==> src/rtl/rv32_pipe_reg.sv <==
`default_nettype none
// ============================================================================
// Module   : rv32_pipe_reg
// Purpose  : Elastic pipeline register for the RV32I datapath. It moves a
//            WIDTH-bit payload through STAGES register stages using a
//            valid/ready handshake. Empty stages (bubbles) collapse, flush
//            drops in-flight payloads, and the block reports its occupancy.
// Revision : 1.0 - initial release
// ----------------------------------------------------------------------------
// Parameters
//   WIDTH      payload width in bits (>=1)
//   STAGES     number of register stages (>=1)
//   RESET_VAL  payload value loaded into every stage on reset
// Ports
//   clk        in   clock, rising edge
//   rst_n      in   synchronous active-low reset
//   flush      in   synchronous clear of all valid state
//   in_valid   in   upstream payload valid
//   in_ready   out  block accepts payload this cycle
//   in_data    in   upstream payload
//   out_valid  out  payload at last stage valid
//   out_ready  in   downstream accepts payload
//   out_data   out  payload of last stage
//   occupancy  out  number of valid entries held
// Optional feature
//   PIPE_REG_SKID_EN : adds a one-entry input skid buffer. in_ready then comes
//                      straight from a register, and capacity becomes STAGES+1.
// ============================================================================
module rv32_pipe_reg #(
  parameter int               WIDTH     = 32,
  parameter int               STAGES    = 1,
  parameter logic [WIDTH-1:0] RESET_VAL = '0
) (
  input  logic                          clk,
  input  logic                          rst_n,
  input  logic                          flush,
  input  logic                          in_valid,
  output logic                          in_ready,
  input  logic [WIDTH-1:0]              in_data,
  output logic                          out_valid,
  input  logic                          out_ready,
  output logic [WIDTH-1:0]              out_data,
  output logic [$clog2(STAGES+2)-1:0]   occupancy
);

  localparam int OCC_W = $clog2(STAGES+2);

  logic [STAGES-1:0] stage_valid;
  logic [WIDTH-1:0]  stage_data [STAGES];
  logic [STAGES-1:0] load_ok;     // stage k may take new contents this cycle
  logic              src_valid;   // what is offered to stage 0
  logic [WIDTH-1:0]  src_data;
  logic              accept;
  logic              deliver;

  // Ready chain from the output back to stage 0. A stage can load when it
  // is empty or when every stage downstream of it can advance, which is what
  // lets bubbles collapse while the output is stalled.
  always_comb begin
    logic chain;
    chain   = out_ready;
    load_ok = '0;
    for (int k = STAGES-1; k >= 0; k--) begin
      chain      = !stage_valid[k] || chain;
      load_ok[k] = chain;
    end
  end

`ifdef PIPE_REG_SKID_EN
  logic             skid_valid;
  logic [WIDTH-1:0] skid_data;

  // The skid entry is older than anything on the input, so it feeds stage 0
  // first. in_ready is low whenever the skid is occupied, which means no new
  // input competes with it.
  assign in_ready  = !skid_valid;
  assign src_valid = skid_valid || in_valid;
  assign src_data  = skid_valid ? skid_data : in_data;

  always_ff @(posedge clk) begin
    if (!rst_n) begin
      skid_valid <= 1'b0;
      skid_data  <= RESET_VAL;
    end else if (flush) begin
      skid_valid <= 1'b0;
    end else if (skid_valid) begin
      if (load_ok[0]) begin
        skid_valid <= 1'b0;
      end
    end else if (in_valid && !load_ok[0]) begin
      skid_valid <= 1'b1;
      skid_data  <= in_data;
    end
  end
`else
  assign in_ready  = load_ok[0];
  assign src_valid = in_valid;
  assign src_data  = in_data;
`endif

  assign accept    = in_valid && in_ready;
  assign deliver   = stage_valid[STAGES-1] && out_ready;
  assign out_valid = stage_valid[STAGES-1];
  assign out_data  = stage_data[STAGES-1];

  // A data register is written only when a valid payload arrives. Empty
  // stages therefore keep their old contents, and the output data cannot
  // move while it is being held.
  always_ff @(posedge clk) begin
    if (!rst_n) begin
      stage_valid <= '0;
      for (int k = 0; k < STAGES; k++) begin
        stage_data[k] <= RESET_VAL;
      end
      occupancy <= '0;
    end else if (flush) begin
      stage_valid <= '0;
      occupancy   <= '0;
    end else begin
      if (load_ok[0]) begin
        stage_valid[0] <= src_valid;
        if (src_valid) begin
          stage_data[0] <= src_data;
        end
      end
      for (int k = 1; k < STAGES; k++) begin
        if (load_ok[k]) begin
          stage_valid[k] <= stage_valid[k-1];
          if (stage_valid[k-1]) begin
            stage_data[k] <= stage_data[k-1];
          end
        end
      end
      if (accept && !deliver) begin
        occupancy <= occupancy + OCC_W'(1);
      end else if (!accept && deliver) begin
        occupancy <= occupancy - OCC_W'(1);
      end
    end
  end

endmodule
`default_nettype wire
==> config.mk <==
export PLATFORM = sky130hd
export DESIGN_NAME = rv32_pipe_reg
export DESIGN_NICKNAME = d
export VERILOG_FILES = /design/src/rtl/rv32_pipe_reg.sv
export SDC_FILE = /design/constraint.sdc
export NUM_CORES = 1
export LEC_CHECK = 0
export ABC_AREA = 1
export CORE_UTILIZATION = 30
export DETAILED_ROUTE_END_ITERATION = 10
export SETUP_SLACK_MARGIN = 0.3
export SYNTH_ARGS = -nofsm -noshare
export SYNTH_HDL_FRONTEND = slang
export SYNTH_SLANG_ARGS = --single-unit
==> constraint.sdc <==
create_clock -name clk -period 2.2 [get_ports clk]
set_clock_uncertainty 0.1 [all_clocks]
set_input_delay 0.44 -clock clk [delete_from_list [all_inputs] [get_ports clk]]
set_output_delay 0.44 -clock clk [all_outputs]
set_load 0.01 [all_outputs]
Word-level counts from Yosys, hierarchy flattened
Memory sizes are Yosys's and may differ from the RTL's.
Index checks and enable logic that the tools add are counted.
{"block": "op_classes", "muxes": 10, "bitwise_logic": 1, "reduce_logical": 11, "addsub": 2}
{"cell": "32-bit two-way mux", "count": 1}
{"cell": "32-bit OR reduction", "count": 1}
{"cell": "1-bit two-way mux", "count": 7}
{"cell": "1-bit logical AND", "count": 4}
{"cell": "2-bit two-way mux", "count": 2}
{"cell": "1-bit logical NOT", "count": 3}
{"cell": "2-bit by 1-bit adder with 2-bit output (second input constant)", "count": 1}
{"cell": "2-bit nonzero test", "count": 1}
{"cell": "2-bit OR reduction", "count": 1}
{"cell": "2-bit by 1-bit subtractor with 2-bit output (second input constant)", "count": 1}
{"cell": "1-bit logical OR", "count": 1}
{"cell": "1-bit inverter", "count": 1}
{"block": "word_totals", "mem_count": 1, "ram_bits": 32, "output_inout_bits": 36, "reg_bits": 3}
{"memory": "stage_data", "words": 1, "width": 32, "rd": 1, "rd_clocked_by_memory_dff": 0, "wr": 1, "line": "49", "text": "logic [WIDTH-1:0] stage_data [STAGES];"}

Logic depth before layout (Yosys ltp)
{"block": "depth", "ltp_word": 8, "mapped_depth": 6, "mapped_depth_nobuf": 6}

Worst setup path before layout
OpenSTA, ideal clock, no wires.
{"block": "synth_path", "path_kind": "input to register", "startpoint": "input out_ready", "endpoint": "memory stage_data[0][0], enable pin", "required_time_ps": 1711, "cell_stages": 4, "arrival_ps": 1379, "setup_slack_ps": 331, "n_path_buf": 0, "cell_sequence": "inv_1 -> a21oi_2 -> nand2_1 -> nand2_1"}
{"block": "synth_via", "elab_chain_cells": 7}
{"element": "from (decl)", "line": "41", "text": "input logic out_ready,"}
{"element": "1-bit logical OR (*)", "line": "64", "text": "chain = !stage_valid[k] || chain;"}
{"element": "1-bit two-way mux (*)", "line": "120", "text": "if (load_ok[0]) begin"}
{"element": "1-bit two-way mux (*)", "line": "116", "text": "end else if (flush) begin"}
{"element": "1-bit two-way mux (*)", "line": "110", "text": "if (!rst_n) begin"}
{"element": "1-bit two-way mux (not written as such) (*)", "line": "123", "text": "stage_data[0] <= src_data;"}
{"element": "32-bit OR reduction (no source line)"}
{"element": "1-bit two-way mux (no source line) (*)"}
{"element": "to (decl)", "line": "49"}
Mark *: on every way between the ends. The rest lies on a longest branch, timed or not.

Worst setup path in the final report
{"block": "layout_path", "startpoint": "input out_ready", "endpoint": "output in_ready"}
{"block": "layout_via", "elab_chain_cells": 1}
{"element": "1-bit logical OR", "line": "64"}
{"element": "to (decl)", "line": "38", "text": "output logic in_ready,"}
No other way between the ends.

==> flow_summary.yaml <==
final_layout:
  final_area_sq_um: 2306
  diodes: 0
  fill_cells: 392
  nets: 242
  instances_no_fill: 258
  drive_above_1_share_pct: 9.223
  post-route-util_pct: 51.54
  area_growth_pct: 60.82
clock_tree:
  htree_levels: 2
  numCtsBuffers: 5
  cts.reportedPaths.clkPinSlew_ns: 0.07
  root_buffer: "clkbuf_8"
  post-cts-setup-buffers: 0
  cts_hold_buf: 0
  cts.sinks: 35
  cts_tree: "done"
  clock_path_buffers: 2
  clk-insertion-delay-late_ns: 0.28
sta:
  hold_slack_ns: 0.4275
  slew_violations: 0
  min_period_over_period_pct: 83.27
  worst_slew_margin_rel_pct: 84.94
  worst_pin_slew_ns: 0.2251
  finalHoldViolCount: 0
  tns_ns: 0
  finalCriticalPeriod_ns: 1.832
  setup_viol: 0
  setup_slack_ns: 0.3681
  fmax_ghz: 0.5459
  rsz0062_at_grt: "false"
setup_path:
  start_kind: "input pin"
  critPathKind: "in2out"
  startpoint: "out_ready"
  reg2reg_depth: 4
  path_max_fanout: 2
  cp-endpoint: "in_ready"
  required_ns: 1.66
  r2r_end: "stage_data[0][28]"
  worstReg2RegStart: "out_valid"
  slowest_delay_ns: 0.48
  crit_chain: "clkdlybuf4s50_1 > inv_1 > nand2_1 > clkdlybuf4s15_1"
  endpoint_kind: "primary output"
  cp_slowest_cell: "clkdlybuf4s50_1"
  rrSetupSlack_ns: 0.85
  critPathArrivalTime_ns: 1.29
place:
  pre_cts_ws_ns: 0.06982
  portBuffers: 72
  dp.cells: 250
  placedInstanceArea_sq_um: 2226
  gp_congestion: 0.7458
  dp_hpwl_mm: 2.165
job:
  max_cap_viol_count: 0
routing:
  route.met3.wl_um: 280
  vias: 1074
  drc: 9
  drt-total-wl_mm: 2.936
  ant_nets: 0
  wl_met2_mm: 1.348
  first_iter_violations: 118
  vias_per_cell: 4.163
  drtPass1Iterations: 7
  wl_per_cell_um: 11.38
  routed.top_layer: "met4"
  wl_met1_mm: 1.257
die:
  initial_core_util_pct: 32.05
  die_h_um: 71.14
  coreArea_sq_um: 4474
  rows: 24
  die_area_sq_um: 5060
  fp.dieW_um: 71.14
  pin_count: 73
global_route:
  grt_pass1_vias: 1065
  grt_pass1_wl_mm: 4.933
  overflow: 0
  antenna_found_initial: 0
  grt_usage_pct: 12.91
  grt_max_degree: 33
run_status:
  violations: "DRC"
  status: "complete, but fails checks"
synth:
  ys_seq_area_share_pct: 71.20
  netlist.area_leader.share_pct: 67.02
  netlist_area_sq_um: 1434
  synth_top_cell_by_area: "edfxtp_1"
  syn_inst: 127
  syn_avg_cell_area_sq_um: 11.29
  yosys_warnings: 0
  syn-num-nets: 164
  synth_seq_cells: 35
  netlist-cell-type-count: 12
  synth_area_leaders: "edfxtp_1, inv_1, nor2_1"
power_and_ir_drop:
  total_leakage_power_nw: 1.008
  power_mw: 1.430
  power_density_nw_per_um2: 620.0
  max-vdd-ir-drop_v: 0.0002790
min_path:
  min_path_type: "reg2reg"
-- worst min-delay path by stage --
stage            startpoint            to  slack [ns]  cells past startpoint
2_1_floorplan  occupancy[1]  occupancy[1]        0.43                      2
6_report       occupancy[1]  occupancy[1]        0.43                      2
3_3_place_gp   occupancy[1]  occupancy[1]        0.39                      2
3_5_place_dp   occupancy[1]  occupancy[1]        0.42                      2
5_1_grt        occupancy[1]  occupancy[1]        0.47                      2
4_1_cts        occupancy[1]  occupancy[1]        0.43                      2
-- repair_timing --
action / in CTS / in global routing
setup endpoints to repair: 1 / 1
gates resized for setup: 1 / 1
endpoints found under the hold margin: 0 / 0
-- cell families after synthesis --
family,synth area share [%]
buf+inv,12.30
flops,71.20
compound gates,1.658
simple gates,14.83
-- metal layers --
layer / global-route usage (%) / vias up
met5: 0 / -
met4: 6.000 / 0
met3: 4.843 / 6
met2: 20.51 / 58
met1: 15.60 / 475
li1: - / 535
-- flip-flops by register name, indices dropped and copies added, names as in the netlist --
signal	count
occupancy	2
out_valid	1
stage_data	32
-- cells in the mapped netlist, drive strengths merged --
cell type	n
a21oi	4
buf	3
dfxtp	3
edfxtp	32
inv	38
nand2	10
nand3	3
nor2	34
-- critical path: cells and delay by family --
family / cells / cell delay (ns)
simple gates: 1 / 0.07
buf+inv: 3 / 0.78
-- power breakdown --
part | internal (mW) | total [mW] | switching, mW
combinational | 0.135 | 0.224 | 0.0888
clock | 0.216 | 0.429 | 0.213
sequential | 0.766 | 0.777 | 0.0110
-- area by class of cell --
cell class / count / area, sq um / share of cell area [%]
multi-input cells: 51 / 236.5 / 10.26
inverters: 38 / 142.6 / 6.186
clock inverters: 2 / 7.507 / 0.3256
flip-flops and latches: 35 / 1021 / 44.28
clock buffers: 6 / 72.57 / 3.147
repair buffers: 74 / 760.7 / 32.99
well taps: 52 / 65.06 / 2.821
-- cells in the final DEF (no fill, tap or decap), drive strengths merged --
master and count:
nand2 10, edfxtp 32, nand3 3, buf 2, dfxtp 3, clkdlybuf4s15 1
inv 38, nor2 34, clkbuf 6, a21oi 4, clkinv 2, clkdlybuf4s50 71
Power figures use the tool's default switching activity.
